## src/rtl/ps2_rx_frame.sv

```systemverilog
// PS/2 frame receiver: synchronizes and deglitches ps2c, shifts in an 11-bit frame,
// checks odd parity and the stop bit, and discards frames that stall past a watchdog limit.
module ps2_rx_frame #(
    parameter int unsigned FILTER_LEN     = 8,
    parameter int unsigned TIMEOUT_CYCLES = 50000
) (
    input  logic       CLK,
    input  logic       reset_n,
    input  logic       ps2c,
    input  logic       ps2d,
    input  logic       rx_en,
    output logic [7:0] dout,
    output logic       rx_done_tick,
    output logic       err_tick
);

    localparam int unsigned FW = $clog2(FILTER_LEN + 1);
    localparam int unsigned WW = $clog2(TIMEOUT_CYCLES + 1);

    typedef enum logic [1:0] {S_IDLE, S_SHIFT, S_CHECK} state_t;

    logic [1:0]    c_sync_q, d_sync_q;
    logic          c_s, d_s;
    logic          fc_q, fc_d;
    logic [FW-1:0] flt_cnt_q, flt_cnt_d;
    logic          fall;

    state_t        state_q, state_d;
    logic [3:0]    n_q, n_d;
    logic [8:0]    sr_q, sr_d;
    logic [WW-1:0] wd_q, wd_d;
    logic [7:0]    dout_q, dout_d;
    logic          done_q, done_d;
    logic          err_q, err_d;
    logic [9:0]    frame;

    assign c_s = c_sync_q[1];
    assign d_s = d_sync_q[1];

    always_comb begin
        fc_d      = fc_q;
        flt_cnt_d = '0;
        fall      = 1'b0;
        if (c_s != fc_q) begin
            if (flt_cnt_q == FW'(FILTER_LEN - 1)) begin
                fc_d = c_s;
                fall = fc_q;
            end else begin
                flt_cnt_d = flt_cnt_q + 1'b1;
            end
        end
    end

    // The final fall carries the stop bit, so the frame is judged here and the
    // registered pulse lands in the one-cycle CHECK state.
    assign frame = {d_s, sr_q};

    always_comb begin
        state_d = state_q;
        n_d     = n_q;
        sr_d    = sr_q;
        wd_d    = '0;
        dout_d  = dout_q;
        done_d  = 1'b0;
        err_d   = 1'b0;
        case (state_q)
            S_IDLE: begin
                if (fall && rx_en && !d_s) begin
                    state_d = S_SHIFT;
                    n_d     = 4'd9;
                end
            end
            S_SHIFT: begin
                if (fall) begin
                    sr_d = {d_s, sr_q[8:1]};
                    if (n_q == 4'd0) begin
                        state_d = S_CHECK;
                        if (frame[9] && (^frame[8:0])) begin
                            dout_d = frame[7:0];
                            done_d = 1'b1;
                        end else begin
                            err_d = 1'b1;
                        end
                    end else begin
                        n_d = n_q - 1'b1;
                    end
                end else if (wd_q == WW'(TIMEOUT_CYCLES - 1)) begin
                    err_d   = 1'b1;
                    state_d = S_IDLE;
                end else begin
                    wd_d = wd_q + 1'b1;
                end
            end
            S_CHECK: state_d = S_IDLE;
            default: state_d = S_IDLE;
        endcase
    end

    always_ff @(posedge CLK or negedge reset_n) begin
        if (!reset_n) begin
            c_sync_q  <= 2'b11;
            d_sync_q  <= 2'b11;
            fc_q      <= 1'b1;
            flt_cnt_q <= '0;
            state_q   <= S_IDLE;
            n_q       <= '0;
            sr_q      <= '0;
            wd_q      <= '0;
            dout_q    <= '0;
            done_q    <= 1'b0;
            err_q     <= 1'b0;
        end else begin
            c_sync_q  <= {c_sync_q[0], ps2c};
            d_sync_q  <= {d_sync_q[0], ps2d};
            fc_q      <= fc_d;
            flt_cnt_q <= flt_cnt_d;
            state_q   <= state_d;
            n_q       <= n_d;
            sr_q      <= sr_d;
            wd_q      <= wd_d;
            dout_q    <= dout_d;
            done_q    <= done_d;
            err_q     <= err_d;
        end
    end

    assign dout         = dout_q;
    assign rx_done_tick = done_q;
    assign err_tick     = err_q;

endmodule

```

## config.mk

```make
export PLATFORM = sky130hd
export DESIGN_NAME = ps2_rx_frame
export DESIGN_NICKNAME = d
export VERILOG_FILES = /design/src/rtl/ps2_rx_frame.sv
export SDC_FILE = /design/constraint.sdc
export NUM_CORES = 1
export LEC_CHECK = 0
export ABC_AREA = 1
export CELL_PAD_IN_SITES_DETAIL_PLACEMENT = 0
export CELL_PAD_IN_SITES_GLOBAL_PLACEMENT = 1
export CORE_MARGIN = 10
export CORE_UTILIZATION = 40
export DETAILED_ROUTE_END_ITERATION = 6
export HOLD_SLACK_MARGIN = 0.06
export PLACE_DENSITY_LB_ADDON = 0.1
export SLEW_MARGIN = 20
export SYNTH_ARGS = -nofsm -noshare
export SYNTH_HDL_FRONTEND = slang
export SYNTH_SLANG_ARGS = --single-unit
```

## constraint.sdc

```tcl
create_clock -name CLK -period 1.9 [get_ports CLK]
set_input_delay 0.38 -clock CLK [delete_from_list [all_inputs] [get_ports CLK]]
set_output_delay 0.38 -clock CLK [all_outputs]
set_load 0.005 [all_outputs]
```

======== Word level (Yosys, flattened, before mapping) ========
Cells that the tools add are included.
word-level totals
  flip-flop bits (word level) ............. 50
  input port bits ......................... 5
  output and inout bits ................... 10
  logic and storage cells ................. 61
operators by class
  add/sub/neg operators ................... 3
  eq/ne operators ......................... 9
  mux-type cells .......................... 25
  reduce and logical (&&, ||, !) cells .... 13
operators by type and width
  cell                                                                count
  16-bit two-way mux                                                  3
  4-bit two-way mux                                                   5
  16-bit by 1-bit adder with 16-bit output, second input constant     1
  16-bit == test, second input constant                               1
  1-bit two-way mux                                                   11
  9-bit XOR reduction                                                 1
  2-bit two-way mux                                                   4
  4-bit case mux with 2 select lines                                  1
  4-bit AND reduction                                                 2
  2-bit != test, second input constant                                3
  3-bit != test, second input constant                                2
  4-bit by 1-bit adder with 4-bit output, second input constant       1
  4-bit by 3-bit == test with 1-bit output, second input constant     1
  4-bit zero test                                                     1
  2-bit case mux with 2 select lines                                  1
  2-bit AND reduction                                                 2
  4-bit by 1-bit subtractor with 4-bit output, second input constant  1
  1-bit logical AND                                                   3
  3-bit AND reduction                                                 1
  2-bit by 1-bit == test with 1-bit output, second input constant     1
  2-bit zero test                                                     1
  2-bit nonzero test                                                  1
  1-bit zero test                                                     1
  1-bit != test                                                       1

======== Logic depth before layout (Yosys ltp) ========
  depth after elaboration ................. 7
  gate-level depth with buffers ........... 13
  depth with buffers taken out ............ 13

======== Worst setup path after synthesis ========
Ideal clock, no wire load.
  kind .................................... reg-to-reg
  start point ............................. register flt_cnt_q[0]
  end point ............................... register sr_q[0]
  library setup time ...................... 0.130 ns
  data arrival time ....................... 1.383 ns
  required time ........................... 1.770 ns
  path slack .............................. 0.387 ns
  cell stages (with the launch flop) ...... 11
  path buffers ............................ 1
  cell sequence ........................... dfrtp_1 > ha_1 > nand2_1 > inv_2 > nand2_2 > clkinv_2 > nand2_4 > inv_2 > nand2_4 > clkbuf_1 > o21ai_0
on the way
  longest elaborated chain between the ends .. 4
ends and longest elaborated chain
  element                                   line  RTL
  start: declaration                        25    logic [FW-1:0] flt_cnt_q, flt_cnt_d;
  start signal: assignment                  116   flt_cnt_q <= flt_cnt_d;
  4-bit by 3-bit == test with 1-bit output  45    if (flt_cnt_q == FW'(FILTER_LEN - 1)) begin
  1-bit two-way mux                         45
  1-bit two-way mux                         44    if (c_s != fc_q) begin
  2-bit AND reduction (no source line)      --
  end signal: assignment                    119   sr_q <= sr_d;
  end: declaration                          30    logic [8:0] sr_q, sr_d;
Every way passes these cells.
A chain may end at the register's enable or synchronous reset.

======== Worst setup path after layout ========
  start point ............................. register flt_cnt_q[0]
  end point ............................... register dout_q[1], in the netlist dout[1]
on the way
  longest elaborated chain between the ends .. 4
ends and longest elaborated chain
  element                                   line  RTL
  4-bit by 3-bit == test with 1-bit output  45
  1-bit two-way mux                         45
  1-bit two-way mux                         44
  4-bit AND reduction (no source line)      --
  end signal: assignment                    121   dout_q <= dout_d;
  end: declaration                          32    logic [7:0] dout_q, dout_d;
Every way passes these cells.

==> impl_results.md <==
* Vias after detailed routing at 1989
* Vias per cell at 4.76
* Root Driver: clkbuf_8
* Worst Skew at approximately 0.0060 ns
* DRT Pass-1 Iters at 4
* Worst stage delay on the critical path at 0.38 ns
* Yosys reg bits at 50
* F_max at just under 600 MHz
* H-tree Lvls at 2
* Cell Pwr Density at 803 nW/µm²
* Status: finished clean
* Routed WL per cell at ~13 µm
* P&R area growth vs syn at 16.2%
* Compound-Gate Fraction of Synth Area at about 5.3%
* Final RePlAce weighted congestion at around 0.81
* Synth unique cells at 36
* Crit path cell chain: ha_1, nand2_1, inv_2, nand2_2, clkinv_2, nand2_4, inv_2, nand2_8, nor2_8, buf_4, nand4_1, nand2_1
* CTS tree: built
* I/O Buffers at 14
* Largest net degree at the start of global routing at 32
* Most common cell in the netlist: nand2_1
* Die Y at about 100 µm
* Pins Over Slew Limit at 0
* Num Clock Sinks at 50
* Number of buffers created by CTS at 5
* Starting DRT DRC Count at 67
* Antenna cells at 0
* Multiplexer share of the synthesized area at 0%
* Hold Path Class: reg2reg
* Mean cell area of the mapped netlist at slightly above 8 µm²
* # setup viols final at 0
* Post-Syn Area at approximately 2600 µm²
* Tot Pwr at about 0.0024 W
* Ys flop type: dfrtp_1
* Nets@finish at 349
* Multi-input logic area at between 1000 and 1500 µm²
* Final hold violation count at 0
* Synth area leaders: dfrtp_1 44%, nand2_1 14%, inv_1 5.4%, dfstp_2 5.1%, nor2_1 4.0%
* VDD IR-drop max at approximately 0.00049 V
* Ys Warns at 0
* CP Data Required Time at ~2.2 ns
* First-pass GRT wire length at roughly 9200 µm
* Largest family of logic cells by synthesized area: simple AND/OR/NAND/NOR gates
* Critical path class: reg2reg
* Hold_ws at 0.360 ns
* Gr ovfl total at 0
* Initial Util at between 40 and 50%
* Total core area at ~6300 µm²
* Share of cells above drive strength 1 at 13.5%
* Antenna viol nets, final at 0
* Ranking of synthesized cells by instance count: 95 x nand2_1, 45 x dfrtp_1, 37 x inv_1
* Synth area leader: dfrtp_1
* Worst-Margin Slew at between 0.4 and 0.5 ns
* Synth top area share at between 40% and 50%
* Initial antenna violation count at 0
* Gr usage total at 10.9%
* Fillers at approximately 620
* Max Root-Sink Buffers at 2
* Leakage at about 1.5 nW
* XOR/XNOR share of the synthesized area at around 1.7%
* Final period utilization at roughly nine tenths
* Area share of fa/ha/maj cells after synthesis at between 1.5 and 2%
* Slew HR at approximately 67%
* Final wirelength at around 5300 µm
* Die ar. at about 10000 µm²
* Cell row count at 29
* I/O pin count at 15
* Synth Instances at approximately 310
* Vias in the first global route at around 2000
* # DRC at 0
* Worst Setup End Kind: flop
* Worst EP arrival at roughly 2.0 ns
* Die span in x at 100 µm
* Hpwl dp at 3860 µm
* Worst-path fanout max at 19
* Crit path launch type: flop
* Number of synthesized flops with an enable pin at 0
* Post-synth ARST share at 100%
* Syn nets at between 300 and 400
* Sequential-to-total area share from yosys stat at about half
* Simple-Gate Fraction of Synth Area at 34.3%
* Slowest cell on crit path: dfrtp_1
* Max_cap viols at 0
* Worst-path clk slew at 0.09 ns
* Reg area at 1260 µm²
* Worst-skew pair later-pin latency at about 0.3 ns
* Final min period at about 1.7 ns
==> cells in the final DEF, fill, tap and decap left out, types with 2 or more instances in the layout <==
cell type	instances
nand3_1	10
a21oi_1	5
o21ai_1	4
clkinvlp_4	2
nand3_2	3
inv_1	37
nand2_1	95
o21ai_0	14
xor2_1	2
inv_2	4
xnor2_1	3
nor2_1	27
clkbuf_8	5
ha_1	4
nor3b_1	6
nor2_2	4
dfrtp_1	45
nand4_1	11
nor4_1	3
nand2_2	3
clkdlybuf4s50_1	13
buf_4	7
nor3_1	11
dfstp_2	5
==> logic make-up (layout without fill, tap and decap cells) <==
| kind of cell | Yosys count | after routing |
|---|---|---|
| adder cells (fa/ha/maj) | 4 | 4 |
| AND/OR/NAND/NOR | 182 | 183 |
| buffers and inverters | 46 | 73 |
| XOR/XNOR | 5 | 5 |
| flip-flops | 50 | 50 |
| AO/OA/AOI/OAI | 26 | 26 |
==> stage by stage <==
step	cells	setup TNS, ns	setup slack (ns)	util [%]	area [µm²]
2_1_floorplan	313	0	0.387	-	2560
3_3_place_gp	404	0	0.108	44.6	2800
3_5_place_dp	404	0	0.0821	44.6	2800
4_1_cts	413	0	0.0644	46.6	2920
5_1_grt	418	-0.00184	-0.00184	47.4	2980
6_report	418	0	0.190	47.4	2980
==> path summary, 6_finish.rpt <==
kind,startpoint,to,slack (ns),depth (start not counted)
max reg2reg,flt_cnt_q[0],dout[1],0.19,12
max,flt_cnt_q[0],dout[1],0.19,12
min reg2reg,d_sync_q[0],d_sync_q[1],0.36,0
min in group asynchronous,reset_n,wd_q[11],0.57,2
min,d_sync_q[0],d_sync_q[1],0.36,0
max in group asynchronous,reset_n,fc_q,0.73,3
==> layout make-up <==
cell class / count / share of cell area, %
timing repair buffer: 23 / 7.32
multi-input combinational: 218 / 38.0
inverter: 42 / 5.34
clock buffer: 5 / 2.31
tap: 77 / 3.24
clock inverter: 3 / 1.51
sequential: 50 / 42.3
==> critical path, delay by kind of cell, from the launching register on <==
family / cells / cell delay (ns)
and+or+nand+nor: 7 / 0.69
adders and majority gates: 1 / 0.17
DFF: 1 / 0.38
buffers and inverters: 4 / 0.40
==> timing repair <==
| item | in CTS | in global routing |
|---|---|---|
| endpoints found under the setup margin | 0 | 8 |
| hold buffers | 1 | 0 |
| gates resized for setup | 0 | 1 |
| buffers inserted | 0 | 4 |
| endpoints found under the hold margin | 17 | 0 |
==> registers in the layout, indices dropped and copies added (netlist names), 2 cells and up <==
register	cells
n_q	4
c_sync_q	2
wd_q	16
flt_cnt_q	4
dout	8
sr_q	9
state_q	2
d_sync_q	2
==> where the power goes <==
group / internal [W] / switching (W) / total (W) / leakage, nW
clock network: 0.000392 / 0.000365 / 0.000757 / 0.0504
registers: 0.00115 / 0.0000683 / 0.00122 / 0.668
logic: 0.000150 / 0.000260 / 0.000411 / 0.737
==> per-layer routing <==
metal	share of wire, %	routed length (µm)	GRT usage, %	vias up
li1	-	-	-	1055
met1	52	2740	15.2	910
met2	44	2320	16.1	18
met3	3.6	189	3.16	6
met4	0.91	48	3.04	0
met5	0	0	0	-
(Power assumes the default switching activity.)
